**config.mk**
```make
export PLATFORM = sky130hd
export DESIGN_NAME = portout_serializer_flat
export DESIGN_NICKNAME = d
export VERILOG_FILES = /design/src/rtl/switch_pkg.sv /design/src/rtl/portout_serializer_if.sv /design/src/rtl/portout_fifo.sv /design/src/rtl/portout_serializer.sv /design/src/flat_wrapper.sv
export SDC_FILE = /design/constraint.sdc
export NUM_CORES = 1
export LEC_CHECK = 0
export ABC_CLOCK_PERIOD_IN_PS = 2500
export CORE_MARGIN = 4
export CORE_UTILIZATION = 58
export CTS_CLUSTER_SIZE = 12
export DETAILED_ROUTE_END_ITERATION = 6
export GPL_TIMING_DRIVEN = 1
export PLACE_DENSITY = 0.76
export REMOVE_ABC_BUFFERS = 1
export SYNTH_ARGS = -nofsm -noshare
export SYNTH_HDL_FRONTEND = slang
export SYNTH_SLANG_ARGS = --single-unit
```
**constraint.sdc**
```tcl
create_clock -name clock -period 2.5 [get_ports clock]
set_clock_uncertainty 0.15 [all_clocks]
set_input_delay 0.5 -clock clock [delete_from_list [all_inputs] [get_ports clock]]
set_output_delay 0.5 -clock clock [all_outputs]
set_load 0.05 [all_outputs]
```
**src/rtl/switch_pkg.sv**
```systemverilog
// Shared switch definitions: payload geometry and the egress serializer FSM states.
package switch_pkg;
    localparam int PAYLOAD_W = 32;
    localparam int ADDR_W    = 4;
    localparam int NPORTS    = 8;

    typedef enum logic {
        IDLE = 1'b0,
        SEND = 1'b1
    } state_t;
endpackage

```
**src/rtl/portout_serializer_if.sv**
```systemverilog
// Crossbar-to-egress payload handshake for one output port.
interface portout_serializer_if;
    import switch_pkg::*;

    logic                 in_vld;
    logic [PAYLOAD_W-1:0] in_payload;
    logic                 in_rdy;

    modport master (output in_vld, output in_payload, input in_rdy);
    modport slave  (input in_vld, input in_payload, output in_rdy);
endinterface

```
**src/rtl/portout_fifo.sv**
```systemverilog
// Small synchronous FIFO holding payloads waiting to be serialized.
module portout_fifo #(
    parameter int DEPTH = 4,
    parameter int WIDTH = 32
) (
    input  logic                     clock,
    input  logic                     reset_n,
    input  logic                     push,
    input  logic                     pop,
    input  logic [WIDTH-1:0]         din,
    output logic [WIDTH-1:0]         dout,
    output logic [$clog2(DEPTH):0]   count,
    output logic                     full,
    output logic                     empty
);
    localparam int AW = $clog2(DEPTH);
    localparam logic [AW:0] DEPTH_C = (AW+1)'(DEPTH);

    logic [WIDTH-1:0] mem [DEPTH];
    logic [AW-1:0]    wptr, rptr;
    logic             do_push, do_pop;

    assign do_push = push && !full;
    assign do_pop  = pop && !empty;

    // Power-of-two depth lets the pointers wrap naturally.
    always_ff @(posedge clock or negedge reset_n) begin
        if (!reset_n) begin
            wptr  <= '0;
            rptr  <= '0;
            count <= '0;
        end else begin
            if (do_push) wptr <= wptr + 1'b1;
            if (do_pop)  rptr <= rptr + 1'b1;
            case ({do_push, do_pop})
                2'b10:   count <= count + 1'b1;
                2'b01:   count <= count - 1'b1;
                default: ;
            endcase
        end
    end

    always_ff @(posedge clock) begin
        if (do_push) mem[wptr] <= din;
    end

    assign dout  = mem[rptr];
    assign full  = (count == DEPTH_C);
    assign empty = (count == '0);
endmodule

```
**src/rtl/portout_serializer.sv**
```systemverilog
// Egress stage: buffers routed payloads and shifts each out LSB-first with
// active-low frame/valid framing, one idle cycle between frames.
module portout_serializer
    import switch_pkg::*;
#(
    parameter int DEPTH = 4
) (
    input  logic                 clock,
    input  logic                 reset_n,
    portout_serializer_if.slave  bus,
    output logic                 frame_o_n,
    output logic                 valid_o_n,
    output logic                 dout,
    output logic                 busy,
    output logic [7:0]           drop_cnt
);
    localparam int CW = $clog2(DEPTH) + 1;
    localparam logic [CW-1:0] DEPTH_C = CW'(DEPTH);

    state_t               state, state_d;
    logic [PAYLOAD_W-1:0] shreg, fifo_dout;
    logic [4:0]           bitcnt;
    logic [CW-1:0]        fifo_count;
    logic                 fifo_full, fifo_empty;
    logic                 in_rdy, push, pop, drop;
    logic                 frame_d, valid_d, dout_d, busy_d;

    // Ready comes from the registered count only, so a same-cycle pop never frees a slot.
    assign in_rdy     = (fifo_count != DEPTH_C);
    assign bus.in_rdy = in_rdy;
    assign push       = bus.in_vld && in_rdy;
    assign drop       = bus.in_vld && fifo_full;

    portout_fifo #(.DEPTH(DEPTH), .WIDTH(PAYLOAD_W)) u_fifo (
        .clock   (clock),
        .reset_n (reset_n),
        .push    (push),
        .pop     (pop),
        .din     (bus.in_payload),
        .dout    (fifo_dout),
        .count   (fifo_count),
        .full    (fifo_full),
        .empty   (fifo_empty)
    );

    always_ff @(posedge clock or negedge reset_n) begin
        if (!reset_n) state <= IDLE;
        else          state <= state_d;
    end

    always_comb begin
        state_d = state;
        pop     = 1'b0;
        frame_d = 1'b1;
        valid_d = 1'b1;
        dout_d  = 1'b0;
        busy_d  = 1'b0;
        case (state)
            IDLE: begin
                if (!fifo_empty) begin
                    pop     = 1'b1;
                    state_d = SEND;
                end
            end
            SEND: begin
                dout_d  = shreg[0];
                valid_d = 1'b0;
                frame_d = (bitcnt == 5'd31);
                busy_d  = 1'b1;
                if (bitcnt == 5'd31) state_d = IDLE;
            end
        endcase
    end

    always_ff @(posedge clock or negedge reset_n) begin
        if (!reset_n) begin
            shreg     <= '0;
            bitcnt    <= '0;
            frame_o_n <= 1'b1;
            valid_o_n <= 1'b1;
            dout      <= 1'b0;
            busy      <= 1'b0;
            drop_cnt  <= '0;
        end else begin
            frame_o_n <= frame_d;
            valid_o_n <= valid_d;
            dout      <= dout_d;
            busy      <= busy_d;
            if (pop) begin
                shreg  <= fifo_dout;
                bitcnt <= '0;
            end else if (state == SEND) begin
                shreg  <= {1'b0, shreg[PAYLOAD_W-1:1]};
                bitcnt <= bitcnt + 1'b1;
            end
            if (drop && drop_cnt != 8'hFF) drop_cnt <= drop_cnt + 1'b1;
        end
    end
endmodule

```
**src/flat_wrapper.sv**
```systemverilog
// flat-port wrapper written by rule: the top's interface ports become plain ports
module portout_serializer_flat import switch_pkg::*;
#(
    parameter int DEPTH = 4
)
  (clock, reset_n, frame_o_n, valid_o_n, dout, busy, drop_cnt, bus_in_vld, bus_in_payload, bus_in_rdy);
  portout_serializer_if bus_i ();
  input  logic clock;
  input  logic reset_n;
  output logic frame_o_n;
  output logic valid_o_n;
  output logic dout;
  output logic busy;
  output logic [7:0] drop_cnt;
  input wire logic [$bits(bus_i.in_vld)-1:0] bus_in_vld;
  input wire logic [$bits(bus_i.in_payload)-1:0] bus_in_payload;
  output wire logic [$bits(bus_i.in_rdy)-1:0] bus_in_rdy;
  assign bus_i.in_vld = bus_in_vld;
  assign bus_i.in_payload = bus_in_payload;
  assign bus_in_rdy = bus_i.in_rdy;
  portout_serializer #(.DEPTH(DEPTH)) u_core (.clock(clock), .reset_n(reset_n), .bus(bus_i), .frame_o_n(frame_o_n), .valid_o_n(valid_o_n), .dout(dout), .busy(busy), .drop_cnt(drop_cnt));
endmodule
```
==> results.json <==
{
  "layout_common_cells": "sky130_fd_sc_hd__edfxtp_1, sky130_fd_sc_hd__dfrtp_1, sky130_fd_sc_hd__clkdlybuf4s50_1",
  "worst_path_largest_cell_delay_ns": 0.85,
  "path_delay_family": "buffers and inverters",
  "die_w_um": 119,
  "max-vdd-ir-drop_v": 0.000683,
  "timing.final.setup_violations": 0,
  "maximum_number_of_pins_on_one_net_before_global_route_repair": 41,
  "final_net_count": 479,
  "synth_top_flop_cell": "sky130_fd_sc_hd__edfxtp_1",
  "number_of_i_o_pins": 48,
  "route.vias.total": 3616,
  "critical_path_required_ns": 1.85,
  "insertion_delay_ns": 0.42,
  "combinational_share_of_power_pct": 29.1,
  "topRoutingLayerUsed": "met4",
  "post-cts-setup-buffers": 0,
  "internal_power_mw": 7.11,
  "cts_repair_resize_count": 0,
  "number_of_inserted_filler_cells_in_the_final_layout": 752,
  "switching_power_mw": 3.02,
  "min_period_over_period_pct": 94.7,
  "power.static_leakage_nw": 3.23,
  "power_mw": 10.1,
  "ctsRootBufferMaster": "sky130_fd_sc_hd__clkbuf_16",
  "slew_violations": 0,
  "wire_length_of_the_first_global_routing_pass_um": 20300,
  "worstPathCellList": "clkdlybuf4s50_1",
  "chipHeight_um": 119,
  "fmaxAchievable_ghz": 0.422,
  "drt.antenna.violating_nets": 0,
  "utilization_pct": 70.4,
  "routed_wl_um": 12400,
  "starting_density_of_the_core_pct": 59.5,
  "critical_path_arrival_ns": 1.72,
  "timing.critical_path.slowest_stage_cell": "sky130_fd_sc_hd__clkdlybuf4s50_1",
  "post_synth_instance_area_um2": 7140,
  "power-per-cell-area_nw_per_um2": 1200,
  "final_common_cell": "sky130_fd_sc_hd__edfxtp_1",
  "kind_of_capture_point_of_the_worst_setup_path": "output port",
  "synthCells": 373,
  "cts_max_level": 4,
  "period_minus_slack_ns": 2.37,
  "p_sw_share_pct": 29.8,
  "max_slew.worst_pin.slew_ns": 0.548,
  "hold_class": "flop to flop",
  "met1_length_um": 5050,
  "ys_async_sr_fraction_pct": 30.8,
  "gpl.final_weighted_congestion": 0.722,
  "netlist-cell-type-count": 37,
  "first_global_vias": 3899,
  "core_footprint_um2": 12000,
  "max_cap_violations": 0,
  "wl_met2_um": 6520,
  "clkPwrFrac_pct": 25.5,
  "worst_setup_hold_path_clk_slew_ns": 0.06,
  "fin_setup_tns_ns": 0,
  "detailroute.wirelength.met3_um": 658,
  "detail_route.first_pass.iterations": 6,
  "cts_tree": "built",
  "synth_enable_flop_cells": 128,
  "synth_seq_cells": 185,
  "floorplan.rows": 40,
  "drive_gt1_share_pct": 16.5,
  "port-buffer-count": 47,
  "drt-initial-drc-count": 459,
  "cts_max_path_buffers": 2,
  "rsz0062_at_grt": "no",
  "tritoncts.num_buffers": 17,
  "critPathKind": "flop to output port",
  "timing.max_slew.rel_slack_pct": 63.5,
  "route.detailed.wl_per_inst_um": 20.9,
  "result_of_the_run": "complete, no violations",
  "grt_antenna_before_repair": 0,
  "clock-sinks": 185,
  "synth.avg_cell_area_um2": 19.1,
  "hold_viol": 0,
  "layout-area-overhead-vs-synth_pct": 18.3,
  "synth-warning-count": 0,
  "seq_area_frac_synth_pct": 73.8,
  "power.share.sequential_pct": 45.4,
  "crit_path_buffers_inverters": 1,
  "avgViaCountPerCell": 6.08,
  "critical_path.startpoint_type": "flop",
  "grt.total_usage_pct": 19.1,
  "dp_hpwl_um": 7020,
  "insertedDiodeCount": 0,
  "path_max_fanout": 5,
  "drcViolationCount": 0,
  "globalRoute.totalOverflow": 0,
  "fp.dieArea_um2": 14200
}
==> power groups by stage <==
stage          Sequential (mW)  Clock, mW  Combinational (mW)
2_1_floorplan             4.92          0                1.63
3_3_place_gp              4.59          0                2.84
3_5_place_dp              4.64          0                2.95
4_1_cts                   4.60       2.64                2.99
5_1_grt                   4.68       2.78                3.22
6_report                  4.60       2.59                2.94
==> per-stage QoR <==
step / hold WS, ns / cells / area, µm² / setup slack [ns]
4_1_cts: 0.344 / 595 / 8450 / 0.106
2_1_floorplan: 0.0544 / 355 / 7010 / -0.326
6_report: 0.344 / 595 / 8450 / 0.132
5_1_grt: 0.366 / 595 / 8450 / 0.0104
3_3_place_gp: 0.317 / 562 / 7870 / 0.148
3_5_place_dp: 0.329 / 562 / 7870 / 0.0781
==> synth_stat cells, types with 3 or more instances <==
| cell type | n | area [µm²] |
|---|---|---|
| sky130_fd_sc_hd__buf_2 | 6 | 30.0 |
| sky130_fd_sc_hd__mux4_1 | 9 | 236 |
| sky130_fd_sc_hd__mux2_2 | 3 | 33.8 |
| sky130_fd_sc_hd__a22o_1 | 3 | 26.3 |
| sky130_fd_sc_hd__dfrtp_1 | 55 | 1380 |
| sky130_fd_sc_hd__and2_1 | 3 | 18.8 |
| sky130_fd_sc_hd__buf_6 | 3 | 33.8 |
| sky130_fd_sc_hd__edfxtp_1 | 128 | 3840 |
| sky130_fd_sc_hd__nand2_1 | 10 | 37.5 |
| sky130_fd_sc_hd__mux4_2 | 23 | 518 |
| sky130_fd_sc_hd__clkbuf_1 | 3 | 11.3 |
| sky130_fd_sc_hd__nand4_1 | 3 | 18.8 |
| sky130_fd_sc_hd__nand3_1 | 3 | 15.0 |
| sky130_fd_sc_hd__xnor2_1 | 8 | 70.1 |
| sky130_fd_sc_hd__xor2_1 | 4 | 35.0 |
| sky130_fd_sc_hd__ha_1 | 8 | 100 |
| sky130_fd_sc_hd__nor2_1 | 3 | 11.3 |
| sky130_fd_sc_hd__inv_1 | 38 | 143 |
| sky130_fd_sc_hd__buf_1 | 4 | 15.0 |
| sky130_fd_sc_hd__a222oi_1 | 31 | 310 |
| sky130_fd_sc_hd__and3_1 | 6 | 37.5 |
==> per-layer routing <==
layer  vias up  track usage [%]
met5         -                0
met1      1863             23.3
met4         0             8.18
met3        16             4.56
li1       1612                -
met2       125             32.8
==> sequential cells by signal (all words and copies together) (netlist names) <==
register,count
u_core.dout,1
u_core.u_fifo.mem,128
u_core.u_fifo.count,3
u_core.state,1
u_core.drop_cnt,8
u_core.valid_o_n,1
u_core.shreg,32
u_core.frame_o_n,1
u_core.busy,1
u_core.u_fifo.wptr,2
u_core.bitcnt,5
u_core.u_fifo.rptr,2
==> cell type report <==
type	count	area [µm²]	share of cell area [%]
multi-input cells	131	1600	18.9
repair buffers	61	671	7.93
well taps	147	184	2.18
clock buffers	23	448	5.30
clock inverters	9	128	1.51
flip-flops and latches	185	5270	62.4
inverters	39	146	1.73
==> cells by family (layout without fill, tap and decap cells) <==
group | Yosys count | in the layout | synth area share [%]
flip-flops | 185 | 185 | 73.8
buffers and inverters | 57 | 132 | 3.87
AO/OA/AOI/OAI | 39 | 39 | 5.22
multiplexers | 36 | 36 | 11.2
AND/OR/NAND/NOR | 35 | 35 | 2.75
XOR/XNOR | 12 | 12 | 1.47
adder cells (fa/ha/maj) | 9 | 9 | 1.68
==> final timing paths <==
check,to,startpoint,slack (ns),cells after the start
setup / recovery,drop_cnt[0],u_core.drop_cnt[0],0.13,1
hold / removal,u_core.shreg[12],u_core.shreg[12],0.34,2
setup reg to reg,u_core.u_fifo.count[2],u_core.u_fifo.count[0],0.17,10
hold reg to reg,u_core.shreg[12],u_core.shreg[12],0.34,2
max in group asynchronous,u_core.bitcnt[0],reset_n,1.17,3
min in group asynchronous,u_core.drop_cnt[4],reset_n,0.46,2
==> what timing repair did <==
action | 4_1_cts | 5_1_grt
hold buffers | 1 | 0
endpoints found under the setup margin | 0 | 0
endpoints found under the hold margin | 17 | 0
Note: power is estimated with default switching activity, not from simulation.
